<file path="src/rtl/store_buffer_pkg.sv">
// Shared memory-access types for the store buffer and the array it drives.
// Holds the access-size enum, the buffered-entry record and the word compare.
package store_buffer_pkg;

    localparam int SB_DEPTH = 4;

    typedef enum logic [1:0] {
        MEM_BYTE = 2'b00,
        MEM_HALF = 2'b01,
        MEM_WORD = 2'b10
    } mem_access_size_t;

    typedef struct packed {
        logic [31:0]      addr;
        logic [31:0]      data;
        mem_access_size_t size;
    } store_buffer_entry_t;

    // True when both byte addresses fall in the same aligned 32-bit word.
    function automatic logic word_match(input logic [31:0] a, input logic [31:0] b);
        return ((a ^ b) & 32'hFFFF_FFFC) == 32'h0;
    endfunction

endpackage

</file>
<file path="src/rtl/memory_array_interface.sv">
// Write/read port bundle of the memory array; the array commits writes on the
// clock edge and answers reads combinationally.
interface memory_array_interface;
    import store_buffer_pkg::*;

    logic             wr_enable;
    logic [31:0]      wr_addr;
    logic [31:0]      wr_data;
    mem_access_size_t wr_size;
    logic [31:0]      rd_addr;
    mem_access_size_t rd_size;
    logic [31:0]      rd_data;

    modport master (
        output wr_enable, wr_addr, wr_data, wr_size,
        output rd_addr, rd_size,
        input  rd_data
    );

    modport slave (
        input  wr_enable, wr_addr, wr_data, wr_size,
        input  rd_addr, rd_size,
        output rd_data
    );

endinterface

</file>
<file path="src/rtl/store_buffer.sv">
// In-order store FIFO draining one entry per cycle into the memory array, with
// loads passed straight through and stalled while any buffered store hits their word.
module store_buffer
    import store_buffer_pkg::*;
#(
    parameter int DEPTH = SB_DEPTH
) (
    input  logic                  clk_i,
    input  logic                  reset_i,
    input  logic                  st_valid_i,
    output logic                  st_ready_o,
    input  logic [31:0]           st_addr_i,
    input  logic [31:0]           st_data_i,
    input  mem_access_size_t      st_size_i,
    input  logic                  ld_valid_i,
    output logic                  ld_ready_o,
    input  logic [31:0]           ld_addr_i,
    input  mem_access_size_t      ld_size_i,
    output logic [31:0]           ld_data_o,
    input  logic                  drain_req_i,
    output logic                  empty_o,
    memory_array_interface.master mem
);

    localparam int PTR_W = $clog2(DEPTH);

    store_buffer_entry_t r_entries [DEPTH];
    logic [PTR_W-1:0]    r_head;
    logic [PTR_W-1:0]    r_tail;
    logic [PTR_W:0]      r_count;

    logic                w_full;
    logic                w_empty;
    logic                w_push;
    logic                w_pop;
    logic                w_hazard;
    logic [DEPTH-1:0]    w_entry_valid;

    assign w_full  = (r_count == (PTR_W+1)'(DEPTH));
    assign w_empty = (r_count == '0);

    // A pop in the same cycle never frees a slot for a push: full means not ready.
    assign st_ready_o = ~w_full & ~drain_req_i;
    assign w_push     = st_valid_i & st_ready_o;
    assign w_pop      = ~w_empty;
    assign empty_o    = w_empty;

    assign mem.wr_enable = w_pop;
    assign mem.wr_addr   = r_entries[r_head].addr;
    assign mem.wr_data   = r_entries[r_head].data;
    assign mem.wr_size   = r_entries[r_head].size;

    assign mem.rd_addr = ld_addr_i;
    assign mem.rd_size = ld_size_i;
    assign ld_data_o   = mem.rd_data;

    // An entry is live when its distance from head is below the occupancy.
    for (genvar g = 0; g < DEPTH; g++) begin : g_valid
        logic [PTR_W-1:0] w_offset;
        assign w_offset         = PTR_W'(g) - r_head;
        assign w_entry_valid[g] = ({1'b0, w_offset} < r_count);
    end

    // The head entry draining this cycle still blocks loads: there is no forwarding.
    always_comb begin
        // NOTE: every combinational output gets a default first so no latch is inferred.
        w_hazard = 1'b0;
        for (int i = 0; i < DEPTH; i++) begin
            if (w_entry_valid[i] && word_match(r_entries[i].addr, ld_addr_i)) begin
                w_hazard = 1'b1;
            end
        end
    end

    assign ld_ready_o = ~w_hazard;

    // NOTE: the entry storage has no reset; occupancy alone decides which slots are live.
    always_ff @(posedge clk_i) begin
        if (w_push) begin
            r_entries[r_tail] <= '{addr: st_addr_i, data: st_data_i, size: st_size_i};
        end
    end

    // NOTE: state registers use non-blocking assignments so every flop samples pre-edge values.
    always_ff @(posedge clk_i or posedge reset_i) begin
        if (reset_i) begin
            r_head  <= '0;
            r_tail  <= '0;
            r_count <= '0;
        end else begin
            if (w_push) begin
                r_tail <= r_tail + PTR_W'(1);
            end
            if (w_pop) begin
                r_head <= r_head + PTR_W'(1);
            end
            case ({w_push, w_pop})
                2'b10:   r_count <= r_count + (PTR_W+1)'(1);
                2'b01:   r_count <= r_count - (PTR_W+1)'(1);
                default: r_count <= r_count;
            endcase
        end
    end

    logic w_unused;
    assign w_unused = ld_valid_i;

endmodule
</file>
<file path="src/flat_wrapper.sv">
// flat-port wrapper written by rule: the top's interface ports become plain ports
module store_buffer_flat import store_buffer_pkg::*;
#(
    parameter int DEPTH = SB_DEPTH
)
  (clk_i, reset_i, st_valid_i, st_ready_o, st_addr_i, st_data_i, st_size_i, ld_valid_i, ld_ready_o, ld_addr_i, ld_size_i, ld_data_o, drain_req_i, empty_o, mem_wr_enable, mem_wr_addr, mem_wr_data, mem_wr_size, mem_rd_addr, mem_rd_size, mem_rd_data);
  memory_array_interface mem_i ();
  input  logic clk_i;
  input  logic reset_i;
  input  logic st_valid_i;
  output logic st_ready_o;
  input  logic [31:0] st_addr_i;
  input  logic [31:0] st_data_i;
  input  mem_access_size_t st_size_i;
  input  logic ld_valid_i;
  output logic ld_ready_o;
  input  logic [31:0] ld_addr_i;
  input  mem_access_size_t ld_size_i;
  output logic [31:0] ld_data_o;
  input  logic drain_req_i;
  output logic empty_o;
  output wire logic [$bits(mem_i.wr_enable)-1:0] mem_wr_enable;
  output wire logic [$bits(mem_i.wr_addr)-1:0] mem_wr_addr;
  output wire logic [$bits(mem_i.wr_data)-1:0] mem_wr_data;
  output wire logic [$bits(mem_i.wr_size)-1:0] mem_wr_size;
  output wire logic [$bits(mem_i.rd_addr)-1:0] mem_rd_addr;
  output wire logic [$bits(mem_i.rd_size)-1:0] mem_rd_size;
  input wire logic [$bits(mem_i.rd_data)-1:0] mem_rd_data;
  assign mem_wr_enable = mem_i.wr_enable;
  assign mem_wr_addr = mem_i.wr_addr;
  assign mem_wr_data = mem_i.wr_data;
  assign mem_wr_size = mem_i.wr_size;
  assign mem_rd_addr = mem_i.rd_addr;
  assign mem_rd_size = mem_i.rd_size;
  assign mem_i.rd_data = mem_rd_data;
  store_buffer #(.DEPTH(DEPTH)) u_core (.clk_i(clk_i), .reset_i(reset_i), .st_valid_i(st_valid_i), .st_ready_o(st_ready_o), .st_addr_i(st_addr_i), .st_data_i(st_data_i), .st_size_i(st_size_i), .ld_valid_i(ld_valid_i), .ld_ready_o(ld_ready_o), .ld_addr_i(ld_addr_i), .ld_size_i(ld_size_i), .ld_data_o(ld_data_o), .drain_req_i(drain_req_i), .empty_o(empty_o), .mem(mem_i));
endmodule
</file>
<file path="config.mk">
export PLATFORM = sky130hd
export DESIGN_NAME = store_buffer_flat
export DESIGN_NICKNAME = d
export VERILOG_FILES = /design/src/rtl/store_buffer_pkg.sv /design/src/rtl/memory_array_interface.sv /design/src/rtl/store_buffer.sv /design/src/flat_wrapper.sv
export SDC_FILE = /design/constraint.sdc
export NUM_CORES = 1
export LEC_CHECK = 0
export ABC_AREA = 1
export CORE_MARGIN = 1
export CORE_UTILIZATION = 45
export CTS_CLUSTER_SIZE = 30
export DETAILED_ROUTE_END_ITERATION = 10
export PLACE_DENSITY = 0.75
export SYNTH_ARGS = -nofsm -noshare
export SYNTH_HDL_FRONTEND = slang
export SYNTH_SLANG_ARGS = --single-unit
</file>
<file path="constraint.sdc">
create_clock -name clk_i -period 4.1 [get_ports clk_i]
set_input_delay 0.82 -clock clk_i [delete_from_list [all_inputs] [get_ports clk_i]]
set_output_delay 0.82 -clock clk_i [all_outputs]
set_load 0.02 [all_outputs]
</file>
## Word-level counts from Yosys, hierarchy flattened

Memory sizes are Yosys's and may differ from the RTL's.
Cells that the tools add are included.

| word-level totals | value |
|---|---|
| bits in registers | 7 |
| latch bits | 0 |
| bits in read-only memories | 0 |
| output and inout port bits | 136 |
| RAM bits | 264 |
| logic and storage cells | 46 |
| bits of input ports | 137 |
| memories | 1 |

| operators by class | value |
|---|---|
| magnitude comparators | 4 |
| $add $sub $neg | 8 |
| reductions and logical operators | 10 |
| bitwise operators | 10 |
| multiply operators | 0 |
| shift operators | 0 |
| muxes and demuxes | 7 |
| divide/modulo/power cells | 0 |
| equality and inequality tests | 3 |

Memory list:

| name | depth | width | read ports | clocked after Yosys merged registers in | wr ports | line | RTL |
|---|---|---|---|---|---|---|---|
| u_core.r_entries | 4 | 66 | 5 | 0 | 1 | store_buffer.sv:27 | `store_buffer_entry_t r_entries [DEPTH];` |

Operators by type and width:

| kind | number |
|---|---|
| $logic_not A32 Y1 | 4 |
| $xor A32 B32 Y32 | 4 |
| $lt A2 B3 Y1 | 4 |
| $mux W1 | 6 |
| $pmux W3 S2 | 1 |
| $add A2 B1 Y2 const B | 2 |
| $logic_and A1 B1 Y1 | 4 |
| $not A1 Y1 | 4 |
| $sub A1 B2 Y2 const A | 2 |
| $sub A2 B2 Y2 const A | 2 |
| $add A3 B1 Y3 const B | 1 |
| $eq A3 B3 Y1 const B | 1 |
| $logic_not A3 Y1 | 1 |
| $sub A3 B1 Y3 const B | 1 |
| $and A1 B1 Y1 | 2 |
| $eq A2 B1 Y1 const B | 1 |
| $eq A2 B2 Y1 const B | 1 |
| $reduce_bool A2 Y1 | 1 |

## Logic depth before layout (Yosys ltp)

Gate-level depths: netlist of the first run.

| logic depth | value |
|---|---|
| depth in word-level cells | 8 |
| depth in mapped cells | 14 |
| gate-level depth less buffers | 13 |

## Worst setup path before layout of the first run

No wires, ideal clock.

| timing path | value |
|---|---|
| path type | input -> register |
| start | in drain_req_i |
| end | mem u_core.r_entries[0][0] in the netlist's numbering, enable pin |
| data required time | 3.609 ns |
| stages on the path | 3 |
| path slack | -0.745 ns |
| setup time | 0.491 ns |
| data arrival time | 4.354 ns |
| path buffers | 0 |
| cells stage by stage | a31oi_1 nand2_1 nor2_1 |

| on the way | value |
|---|---|
| longest elaborated chain between the ends | 5 |

Ends and longest elaborated chain:

| element | line | RTL |
|---|---|---|
| start, declared | flat_wrapper.sv:20 | `input logic drain_req_i;` |
| $not A1 Y1 | store_buffer.sv:43 | `assign st_ready_o = ~w_full & ~drain_req_i;` |
| $and A1 B1 Y1 | store_buffer.sv:43 |  |
| $and A1 B1 Y1 | store_buffer.sv:44 | `assign w_push = st_valid_i & st_ready_o;` |
| $mux W1 | store_buffer.sv:79 | `if (w_push) begin` |
| $mux W1 (not written as such) | store_buffer.sv:80 | `r_entries[r_tail] <= '{addr: st_addr_i, data: st_data_i, size: st_size_i};` |
| end, declared | store_buffer.sv:27 |  |

Every way passes these cells.

## Final worst setup path of the first run

| timing path | value |
|---|---|
| start | reg u_core.r_head[0] |
| end | out mem_wr_addr[18] |

| on the way | value |
|---|---|
| longest elaborated chain between the ends | 1 |

Ends and longest elaborated chain:

| element | line | RTL |
|---|---|---|
| start, declared | store_buffer.sv:28 | `logic [PTR_W-1:0] r_head;` |
| start signal, assigned | store_buffer.sv:95 | `r_head <= r_head + PTR_W'(1);` |
| $mem_v2 Z4 W66 | - |  |
| end, declared | flat_wrapper.sv:23 | `output wire logic [$bits(mem_i.wr_addr)-1:0] mem_wr_addr;` |

Every way passes these cells.

==> flow_summary.yaml, run 1 <==
status:
  status: "finished clean"
power:
  internal_power_mw: 6.43
  leakage_nw: 5.25
  p_total_mw: 10.2
  ir_drop_mv: 0.462
  comb_power_share_pct: 41.5
  pwr-share-clk_pct: 23.5
  power_density_nw_per_um2: 673
  swShare_pct: 36.6
  p_seq_share_pct: 34.9
  p_switching_mw: 3.72
run:
  maxCapViolCount: 0
sta:
  finalCritPeriodShare_pct: 96.5
  setup_viol: 0
  rsz0062_at_grt: "false"
  fmax_ghz: 0.253
  setup_ws_ns: 0.143
  fin_crit_ns: 3.96
  slew_violations: 0
  tightest_slew_ns: 0.921
  fin_setup_tns_ns: 0
  hold_violations: 0
  finClkSkew_ns: 0.0195
  holdWs_ns: 0.516
  slew_headroom_pct: 38.6
route:
  drc: 0
  drt_iter0_drc: 616
  drtPass1Iterations: 5
  wl_per_cell_um: 20.5
  vias: 7980
  routed_wirelength_mm: 30.3
  ant_nets: 0
  avgViaCountPerCell: 5.40
setup_path:
  crit_path_end_kind: "output pin"
  crit_type: "reg -> out"
  crit_slowest_cell: "buf_4"
  cp_cell_sequence: "nor2_4 > buf_4 > a22oi_1 > o211ai_1 > clkdlybuf4s50_1"
  critPathLaunchType: "flip-flop"
  r2r_slack_ns: 1.61
  critPathArrivalTime_ns: 3.14
  slowest_delay_ns: 0.72
  reg2reg_from: "u_core.r_count[1]"
  reg2reg_depth: 9
  cp_max_fo: 66
  r2r-end: "u_core.r_count[2]"
  required_ns: 3.28
floorplan:
  start_util_pct: 45.7
  row_count: 60
  ioPinCount: 273
  die-area_sq_um: 27900
  dieHeight_um: 167
  fp.dieW_um: 167
  coreArea_sq_um: 26900
place:
  dp_hpwl_mm: 19.4
  dp_slack_ns: 0.363
  portBuffers: 199
  dp.cells: 1424
  gp_congestion: 0.815
layout:
  fin_cells: 1478
  layout-drive-gt1-share_pct: 6.42
  num-nets-final: 1262
  areaGrowthSynthToFinish_pct: 23.0
  n_fill_cell: 2205
  n_antenna_cell: 0
logic_synthesis:
  syn_area_sq_um: 12300
  yosysSeqAreaShare_pct: 66.0
  avgSynthCellArea_sq_um: 12.4
  ys_warn_count: 0
  syn_nets: 1133
  synth_seq_cells: 271
  netlist_instances: 986
  ys_types: 24
global_route:
  grt_pass1_vias: 8105
  gr-usage-all-layers_pct: 21.5
  grt_pass1_wl_mm: 45.6
  antenna_found_initial: 2
  overflow: 0
  grt_max_degree: 72
clock_tree:
  htreeDepth: 1
  root_buffer: "clkbuf_16"
  cts_made_buffers: 28
  clock_latency_ns: 0.54
  cts_tree: "done"
  clk_pin_slew_ns: 0.06
  cts.sinks: 271
  clock_path_buffers: 3
worst_hold_path:
  hp-class: "in -> async"
-- routing by layer --
| metal | global-route usage (%) | wire, um | share of wire (%) | vias up |
|---|---|---|---|---|
| li1 | - | - | - | 3738 |
| met1 | 25.7 | 11900 | 39 | 3867 |
| met2 | 37.7 | 15100 | 50 | 287 |
| met3 | 4.30 | 2190 | 7.2 | 84 |
| met4 | 9.30 | 1090 | 3.6 | 4 |
| met5 | 0 | 29 | 0.096 | - |
-- cells in the final DEF, fill, tap and decap left out --
cell type / n
nor2_4: 6
clkinv_1: 6
buf_4: 22
dlymetal6s2s_1: 1
o221ai_1: 1
a22oi_1: 67
bufinv_16: 2
clkinv_4: 1
clkinv_8: 1
o211ai_1: 6
dfrtp_4: 2
nand4_1: 7
edfxtp_1: 264
xnor2_1: 63
nand2_1: 83
o21ai_0: 3
nor3_1: 3
clkbuf_1: 9
clkdlybuf4s50_1: 196
inv_2: 1
nor2_1: 50
a31oi_1: 1
fa_1: 1
a21oi_1: 3
or2_2: 1
buf_12: 4
clkinvlp_4: 2
ha_1: 9
xor2_1: 46
dfrtp_1: 5
clkinv_2: 3
clkbuf_16: 28
inv_1: 44
nand3_1: 196
-- power by group through the flow --
stage | clock network, mW | registers, mW | logic [mW]
floorplan | 0 | 3.56 | 2.37
global placement | 0 | 3.61 | 4.16
detailed placement | 0 | 3.62 | 4.20
CTS | 2.44 | 3.57 | 4.23
global route | 2.54 | 3.57 | 4.51
finish | 2.39 | 3.55 | 4.21
-- kinds of logic after synthesis --
logic type	share of synthesized area [%]
compound gates	4.83
xor+xnor	7.78
fa+ha+maj	1.08
buf+inv	7.49
flops	66.0
simple gates	12.8
-- repair_timing --
item / in CTS / in global routing
setup buffers: 0 / 2
resized for setup: 0 / 2
setup endpoints to repair: 0 / 1
hold buffers: 0 / 0
-- worst max-delay path: cells and delay by family (launching register included) --
kind	cells	cell delay (ns)
buffers and inverters	2	1.39
AND/OR/NAND/NOR	1	0.14
AO/OA/AOI/OAI	2	0.44
flip-flops	1	0.59
-- metrics by stage --
step	area, sq um	util (%)
after detailed placement	14200	52.8
after floorplan	12300	-
final	15100	56.1
after CTS	15100	56.1
after global routing	15100	56.1
after global placement	14200	52.8
-- layout make-up --
type / count / area, sq um / share of cell area [%]
Sequential cell: 271 / 8110 / 53.7
Multi-Input combinational cell: 546 / 3290 / 21.8
Timing Repair Buffer: 223 / 2220 / 14.7
Clock buffer: 37 / 734 / 4.87
Tap cell: 341 / 427 / 2.83
Inverter: 45 / 169 / 1.12
Clock inverter: 15 / 138 / 0.912
-- flip-flops by register name, summed over array words and instances, names as in the netlist --
name	count
u_core.r_entries	264
u_core.r_count	3
u_core.r_head	2
u_core.r_tail	2
-- worst max path at each step --
stage                     startpoint                     end
CTS                 u_core.r_head[0]              ld_ready_o
global placement       ld_addr_i[12]              ld_ready_o
global route        u_core.r_head[0]         mem_wr_addr[26]
detailed placement     ld_addr_i[12]              ld_ready_o
floorplan                drain_req_i  u_core.r_entries[0][0]
finish              u_core.r_head[0]         mem_wr_addr[18]
-- synth_stat cells --
cell type | number | area share [%]
or2_2 | 1 | 0.051
o211ai_1 | 6 | 0.37
nand2_1 | 83 | 2.5
inv_1 | 45 | 1.4
o21ai_0 | 3 | 0.12
nand3_1 | 196 | 8.0
buf_4 | 66 | 4.0
buf_2 | 18 | 0.73
ha_1 | 9 | 0.92
nand4_1 | 7 | 0.36
xor2_1 | 46 | 3.3
a22oi_1 | 67 | 4.1
clkbuf_2 | 11 | 0.45
a31oi_1 | 1 | 0.051
edfxtp_1 | 264 | 65
dfrtp_1 | 7 | 1.4
buf_1 | 2 | 0.061
a21oi_1 | 3 | 0.12
nor2_1 | 56 | 1.7
nor3_1 | 3 | 0.12
o221ai_1 | 1 | 0.071
xnor2_1 | 63 | 4.5
fa_1 | 1 | 0.16
clkbuf_1 | 27 | 0.83
No activity file was read; power rests on OpenSTA's default activity.
==> inputs of run 2 (changes only) <==
--- a/config.mk
+++ b/config.mk
@@ -6,11 +6,14 @@
 export NUM_CORES = 1
 export LEC_CHECK = 0
 export ABC_AREA = 1
+export CELL_PAD_IN_SITES_DETAIL_PLACEMENT = 0
+export CELL_PAD_IN_SITES_GLOBAL_PLACEMENT = 1
 export CORE_MARGIN = 1
-export CORE_UTILIZATION = 45
+export CORE_UTILIZATION = 36
 export CTS_CLUSTER_SIZE = 30
 export DETAILED_ROUTE_END_ITERATION = 10
-export PLACE_DENSITY = 0.75
+export PLACE_DENSITY_LB_ADDON = 0.1
+export REMOVE_ABC_BUFFERS = 1
 export SYNTH_ARGS = -nofsm -noshare
 export SYNTH_HDL_FRONTEND = slang
 export SYNTH_SLANG_ARGS = --single-unit
==> run 2 against run 1 <==
Effect of this change: non-clock buffer count down 4; largest cell class unchanged; clock power up 5%; global-route usage down 3.5 points; clock skew down 0.010 ns; critical path type unchanged; flip-flop and latch count unchanged; critical path depth unchanged; sequential share of layout area down 0.46 points; highest routed layer is now met4; wire length up 5.2%; first-iteration DRC count down 22%; combinational power down 1%; largest power group unchanged; hold slack better by 0.0068 ns.
==> flow_summary.yaml, run 2 (synthesized netlist as in run 1, its figures left out) <==
status:
  status: "finished clean"
route:
  drt_iter0_drc: 480
  ant_nets: 0
  routed_wirelength_mm: 31.9
  drtPass1Iterations: 6
  vias: 7809
  wl_per_cell_um: 20.2
  avgViaCountPerCell: 4.93
  drc: 0
setup_path:
  crit_start: "u_core.r_head[0]"
  critPathLaunchType: "flip-flop"
  required_ns: 3.28
  crit_slowest_cell: "buf_4"
  cp_cell_sequence: "nor2_4 > buf_4 > a22oi_1 > o211ai_1 > clkdlybuf4s50_1"
  reg2reg_from: "u_core.r_count[1]"
  cp_max_fo: 66
  critPathArrivalTime_ns: 3.11
  crit_path_end_kind: "output pin"
  crit_type: "reg -> out"
  slowest_delay_ns: 0.76
sta:
  rsz0062_at_grt: "false"
  setup_viol: 0
  finalCritPeriodShare_pct: 95.9
  setup_ws_ns: 0.170
  fin_crit_ns: 3.93
  finClkSkew_ns: 0.00930
  fmax_ghz: 0.254
  hold_violations: 0
  slew_violations: 0
  slew_headroom_pct: 35.4
  tightest_slew_ns: 0.969
power:
  power_density_nw_per_um2: 670
  p_total_mw: 10.2
  ir_drop_mv: 0.525
  leakage_nw: 5.25
clock_tree:
  clock_latency_ns: 0.54
  cts_made_buffers: 29
  htreeDepth: 1
  clk_pin_slew_ns: 0.06
  root_buffer: "clkbuf_16"
  clock_path_buffers: 3
  cts_tree: "done"
  cts.sinks: 271
place:
  portBuffers: 199
  gp_congestion: 0.769
  dp_slack_ns: 0.380
  dp_hpwl_mm: 19.7
layout:
  regArea_sq_um: 8110
  layout_common_cells: "264 x edfxtp_1, 197 x clkdlybuf4s50_1, 196 x nand3_1, 83 x nand2_1, 67 x a22oi_1"
  top_register: "u_core.r_entries"
  n_fill_cell: 3074
  final_common_cell: "edfxtp_1"
  top_regs: "u_core.r_entries: 264 flops, u_core.r_count: 3 flops"
  num-nets-final: 1259
  areaGrowthSynthToFinish_pct: 24.1
  largest_reg_flops: 264
  layout-drive-gt1-share_pct: 5.91
  multi_input_area_sq_um: 3290
global_route:
  grt_pass1_wl_mm: 47.8
  antenna_found_initial: 2
  gr-usage-all-layers_pct: 18.0
  grt_max_degree: 67
  grt_pass1_vias: 7934
  overflow: 0
worst_hold_path:
  min_from: "u_core.r_count[1]"
  hp-class: "reg -> reg"
floorplan:
  coreArea_sq_um: 33500
  die-area_sq_um: 34800
  ioPinCount: 273
  row_count: 67
  start_util_pct: 36.6
  dieHeight_um: 187
  fp.dieW_um: 187
run:
  maxCapViolCount: 0
==> run 2: cell count changes in the layout (fill, tap and decap cells not counted) <==
cell,before,now
clkinvlp_4,2,0
clkinv_8,1,0
bufinv_16,2,3
clkdlybuf4s50_1,196,197
clkbuf_1,9,12
clkinv_1,6,4
buf_12,4,3
inv_6,0,1
buf_6,0,1
diode_2,0,2
clkbuf_16,28,29
buf_4,22,17
clkinv_4,1,0
==> run 2: timing repair <==
item	CTS	global route
setup buffers	0	3
hold buffers	0	0
endpoints found under the setup margin	0	11
gates resized for setup	0	2
==> run 2: path summary, 6_finish.rpt <==
check,end,slack [ns],cells after the start
worst min register to register,u_core.r_count[1],0.52,2
max in group asynchronous,u_core.r_head[0],3.29,2
worst max-delay path,mem_wr_addr[3],0.17,5
worst min-delay path,u_core.r_count[1],0.52,2
worst max register to register,u_core.r_count[2],1.64,9
min in group asynchronous,u_core.r_count[1],0.53,2
==> run 2: metrics by stage <==
stage	hold WS, ns	setup TNS (ns)	util (%)	cells	instance area, sq um
after detailed placement	0.508	0	42.6	1526	14300
after CTS	0.516	0	45.3	1578	15200
after global placement	0.502	0	42.6	1526	14300
after global routing	0.547	0	45.4	1581	15200
final	0.523	0	45.4	1583	15200
after floorplan	0.476	-315.09	-	862	11500
==> run 2: where the power goes <==
part,switching (mW),internal (mW),leakage [nW]
Clock,1.01,1.49,0.436
Combinational,2.55,1.61,2.34
Sequential,0.159,3.38,2.47
==> run 2: final cells by class <==
cell class / count / area share (%)
Antenna cell: 2 / 0.0329
Clock buffer: 41 / 5.06
Clock inverter: 11 / 0.847
Inverter: 45 / 1.11
Multi-Input combinational cell: 546 / 21.6
Sequential cell: 271 / 53.3
Tap cell: 448 / 3.68
Timing Repair Buffer: 219 / 14.3
==> run 2: layer usage <==
layer / vias to the layer above / track usage (%) / part of all wire, %
met5: - / 0.687 / 0
met4: 0 / 3.44 / 1.1
met3: 22 / 6.15 / 8.4
met2: 271 / 29.8 / 47
met1: 3783 / 23.0 / 43
li1: 3733 / - / -
==> run 2: critical path, delay by kind of cell, from the launching register on <==
family                 cells  cell delay (ns)
DFF                        1             0.59
and+or+nand+nor            1             0.15
AOI/OAI and AO/OA          2             0.40
buffers and inverters      2             1.42
==> inputs of run 3 (changes only) <==
--- a/config.mk
+++ b/config.mk
@@ -9,9 +9,10 @@
 export CELL_PAD_IN_SITES_DETAIL_PLACEMENT = 0
 export CELL_PAD_IN_SITES_GLOBAL_PLACEMENT = 1
 export CORE_MARGIN = 1
-export CORE_UTILIZATION = 36
+export CORE_UTILIZATION = 45
 export CTS_CLUSTER_SIZE = 30
 export DETAILED_ROUTE_END_ITERATION = 10
+export DONT_BUFFER_PORTS = 1
 export PLACE_DENSITY_LB_ADDON = 0.1
 export REMOVE_ABC_BUFFERS = 1
 export SYNTH_ARGS = -nofsm -noshare
==> run 3 against run 2 <==
Effect of this change: critical path depth shrank 1; cell area shrank 14%; non-clock buffer count shrank 197; first-iteration DRC count shrank 5.6%; flip-flop and latch count is the same; register-to-register slack lost 0.04 ns; critical path type unchanged.
==> flow_summary.yaml, run 3 (synthesized netlist as in run 1, its figures left out) <==
status:
  status: "finished clean"
route:
  wl_per_cell_um: 24.0
  ant_nets: 0
  drc: 0
  routed_wirelength_mm: 30.6
  avgViaCountPerCell: 5.66
  drtPass1Iterations: 5
  vias: 7231
  drt_iter0_drc: 453
layout:
  stdcell_area_sq_um: 13100
  areaGrowthSynthToFinish_pct: 6.83
  top_register: "u_core.r_entries"
  num-nets-final: 1062
  layout_common_cells: "264 x edfxtp_1, 196 x nand3_1, 83 x nand2_1, 67 x a22oi_1, 63 x xnor2_1"
  postLayoutCoreUtil_pct: 48.8
  layout-drive-gt1-share_pct: 8.01
  top_regs: "u_core.r_entries: 264 flops, u_core.r_count: 3 flops"
  n_antenna_cell: 0
  n_fill_cell: 2322
  largest_reg_flops: 264
  final_common_cell: "edfxtp_1"
setup_path:
  crit_type: "reg -> out"
  required_ns: 3.28
  cp_cell_sequence: "nor2_4 > buf_4 > a22oi_1 > o211ai_1"
  critPathArrivalTime_ns: 2.58
  crit_path_end_kind: "output pin"
  crit_slowest_cell: "buf_4"
  cp_max_fo: 66
  r2r_slack_ns: 1.60
  r2r-end: "u_core.r_entries[0][0]"
  critPathLaunchType: "flip-flop"
  slowest_delay_ns: 0.76
  reg2reg_depth: 6
  reg2reg_from: "u_core.r_count[1]"
global_route:
  grt_pass1_wl_mm: 45.3
  gr-usage-all-layers_pct: 21.8
  grt_max_degree: 68
  antenna_found_initial: 0
  overflow: 0
  grt_pass1_vias: 7643
clock_tree:
  clk_pin_slew_ns: 0.06
  clock_path_buffers: 3
  htreeDepth: 1
  clock_latency_ns: 0.54
  cts_tree: "done"
  cts_hold_buf: 0
  root_buffer: "clkbuf_16"
  cts_made_buffers: 29
  cts.sinks: 271
  cts_resized: 0
  post-cts-setup-buffers: 0
power:
  power_density_nw_per_um2: 690
  leakage_nw: 4.49
  p_switching_mw: 3.54
  comb_power_share_pct: 33.9
  pwr-share-clk_pct: 27.0
  internal_power_mw: 5.50
  swShare_pct: 39.1
  ir_drop_mv: 0.412
  p_seq_share_pct: 39.1
floorplan:
  ioPinCount: 273
  start_util_pct: 45.7
  die-area_sq_um: 27900
  coreArea_sq_um: 26900
  row_count: 60
  fp.dieW_um: 167
  dieHeight_um: 167
place:
  placed_area_sq_um: 12200
  gp_congestion: 0.769
  dp_hpwl_mm: 19.1
  portBuffers: 0
sta:
  hold_violations: 0
  finalCritPeriodShare_pct: 82.8
  fmax_ghz: 0.294
  holdWs_ns: 0.113
  tightest_slew_ns: 0.999
  finClkSkew_ns: 0.0151
  fin_setup_tns_ns: 0
  slew_headroom_pct: 33.4
  rsz0062_at_grt: "false"
  setup_viol: 0
  slew_violations: 0
  fin_crit_ns: 3.40
run:
  maxCapViolCount: 0
worst_hold_path:
  hp-class: "in -> async"
run 3: cell types whose count changed in the layout (fill, tap and decap cells not counted), sizes merged:
cell and change:
diode -2, clkdlybuf4s50 -197, bufinv -1, clkinv +7
dlymetal6s2s -1, clkbuf -9, buf +1, clkinvlp +2
inv +1
run 3: through the flow:
step | power (mW) | setup WS [ns] | cells
2_1_floorplan | 5.73 | -1.98 | 862
3_3_place_gp | 6.62 | 1.29 | 1225
3_5_place_dp | 6.68 | 1.27 | 1225
4_1_cts | 9.13 | 0.674 | 1277
5_1_grt | 9.48 | 0.559 | 1277
6_report | 9.04 | 0.703 | 1277
run 3: how the worst max path moves through the flow:
stage                     slack (ns)              end  cells after the start              from
final                           0.70  mem_wr_addr[18]                      4  u_core.r_head[1]
after detailed placement        1.27  mem_wr_addr[18]                      4  u_core.r_head[1]
after global routing            0.56       ld_ready_o                     13  u_core.r_head[1]
after CTS                       0.67  mem_wr_addr[18]                      4  u_core.r_head[1]
after global placement          1.29  mem_wr_addr[18]                      4  u_core.r_head[1]
after floorplan                -1.98       ld_ready_o                     12  u_core.r_head[1]
run 3: area by class of cell:
class | instances | area [sq um] | share of cell area, %
clock buffers | 32 | 737 | 5.62
clock inverters | 20 | 159 | 1.21
inverters | 45 | 169 | 1.29
multi-input cells | 546 | 3290 | 25.1
flip-flops and latches | 271 | 8110 | 61.9
well taps | 341 | 427 | 3.26
repair buffers | 22 | 215 | 1.64
run 3: power by group through the flow:
| stage | Clock [mW] | Combinational, mW | Sequential (mW) |
|---|---|---|---|
| finish | 2.44 | 3.06 | 3.53 |
| global route | 2.59 | 3.33 | 3.56 |
| CTS | 2.50 | 3.10 | 3.53 |
| detailed placement | 0 | 3.09 | 3.59 |
| global placement | 0 | 3.05 | 3.57 |
| floorplan | 0 | 1.99 | 3.74 |
run 3: critical path: cells and delay by family (launching register included):
family | cells | cell delay [ns]
AO/OA/AOI/OAI | 2 | 0.58
buffers and inverters | 1 | 0.76
flip-flops | 1 | 0.55
AND/OR/NAND/NOR | 1 | 0.11
run 3: routing by layer:
layer / share of wire (%) / up-vias / global-route usage, %
met5: 0 / - / 0.174
met2: 49 / 318 / 37.7
li1: - / 3325 / -
met1: 37 / 3552 / 23.9
met4: 1.7 / 0 / 5.76
met3: 12 / 36 / 10.4
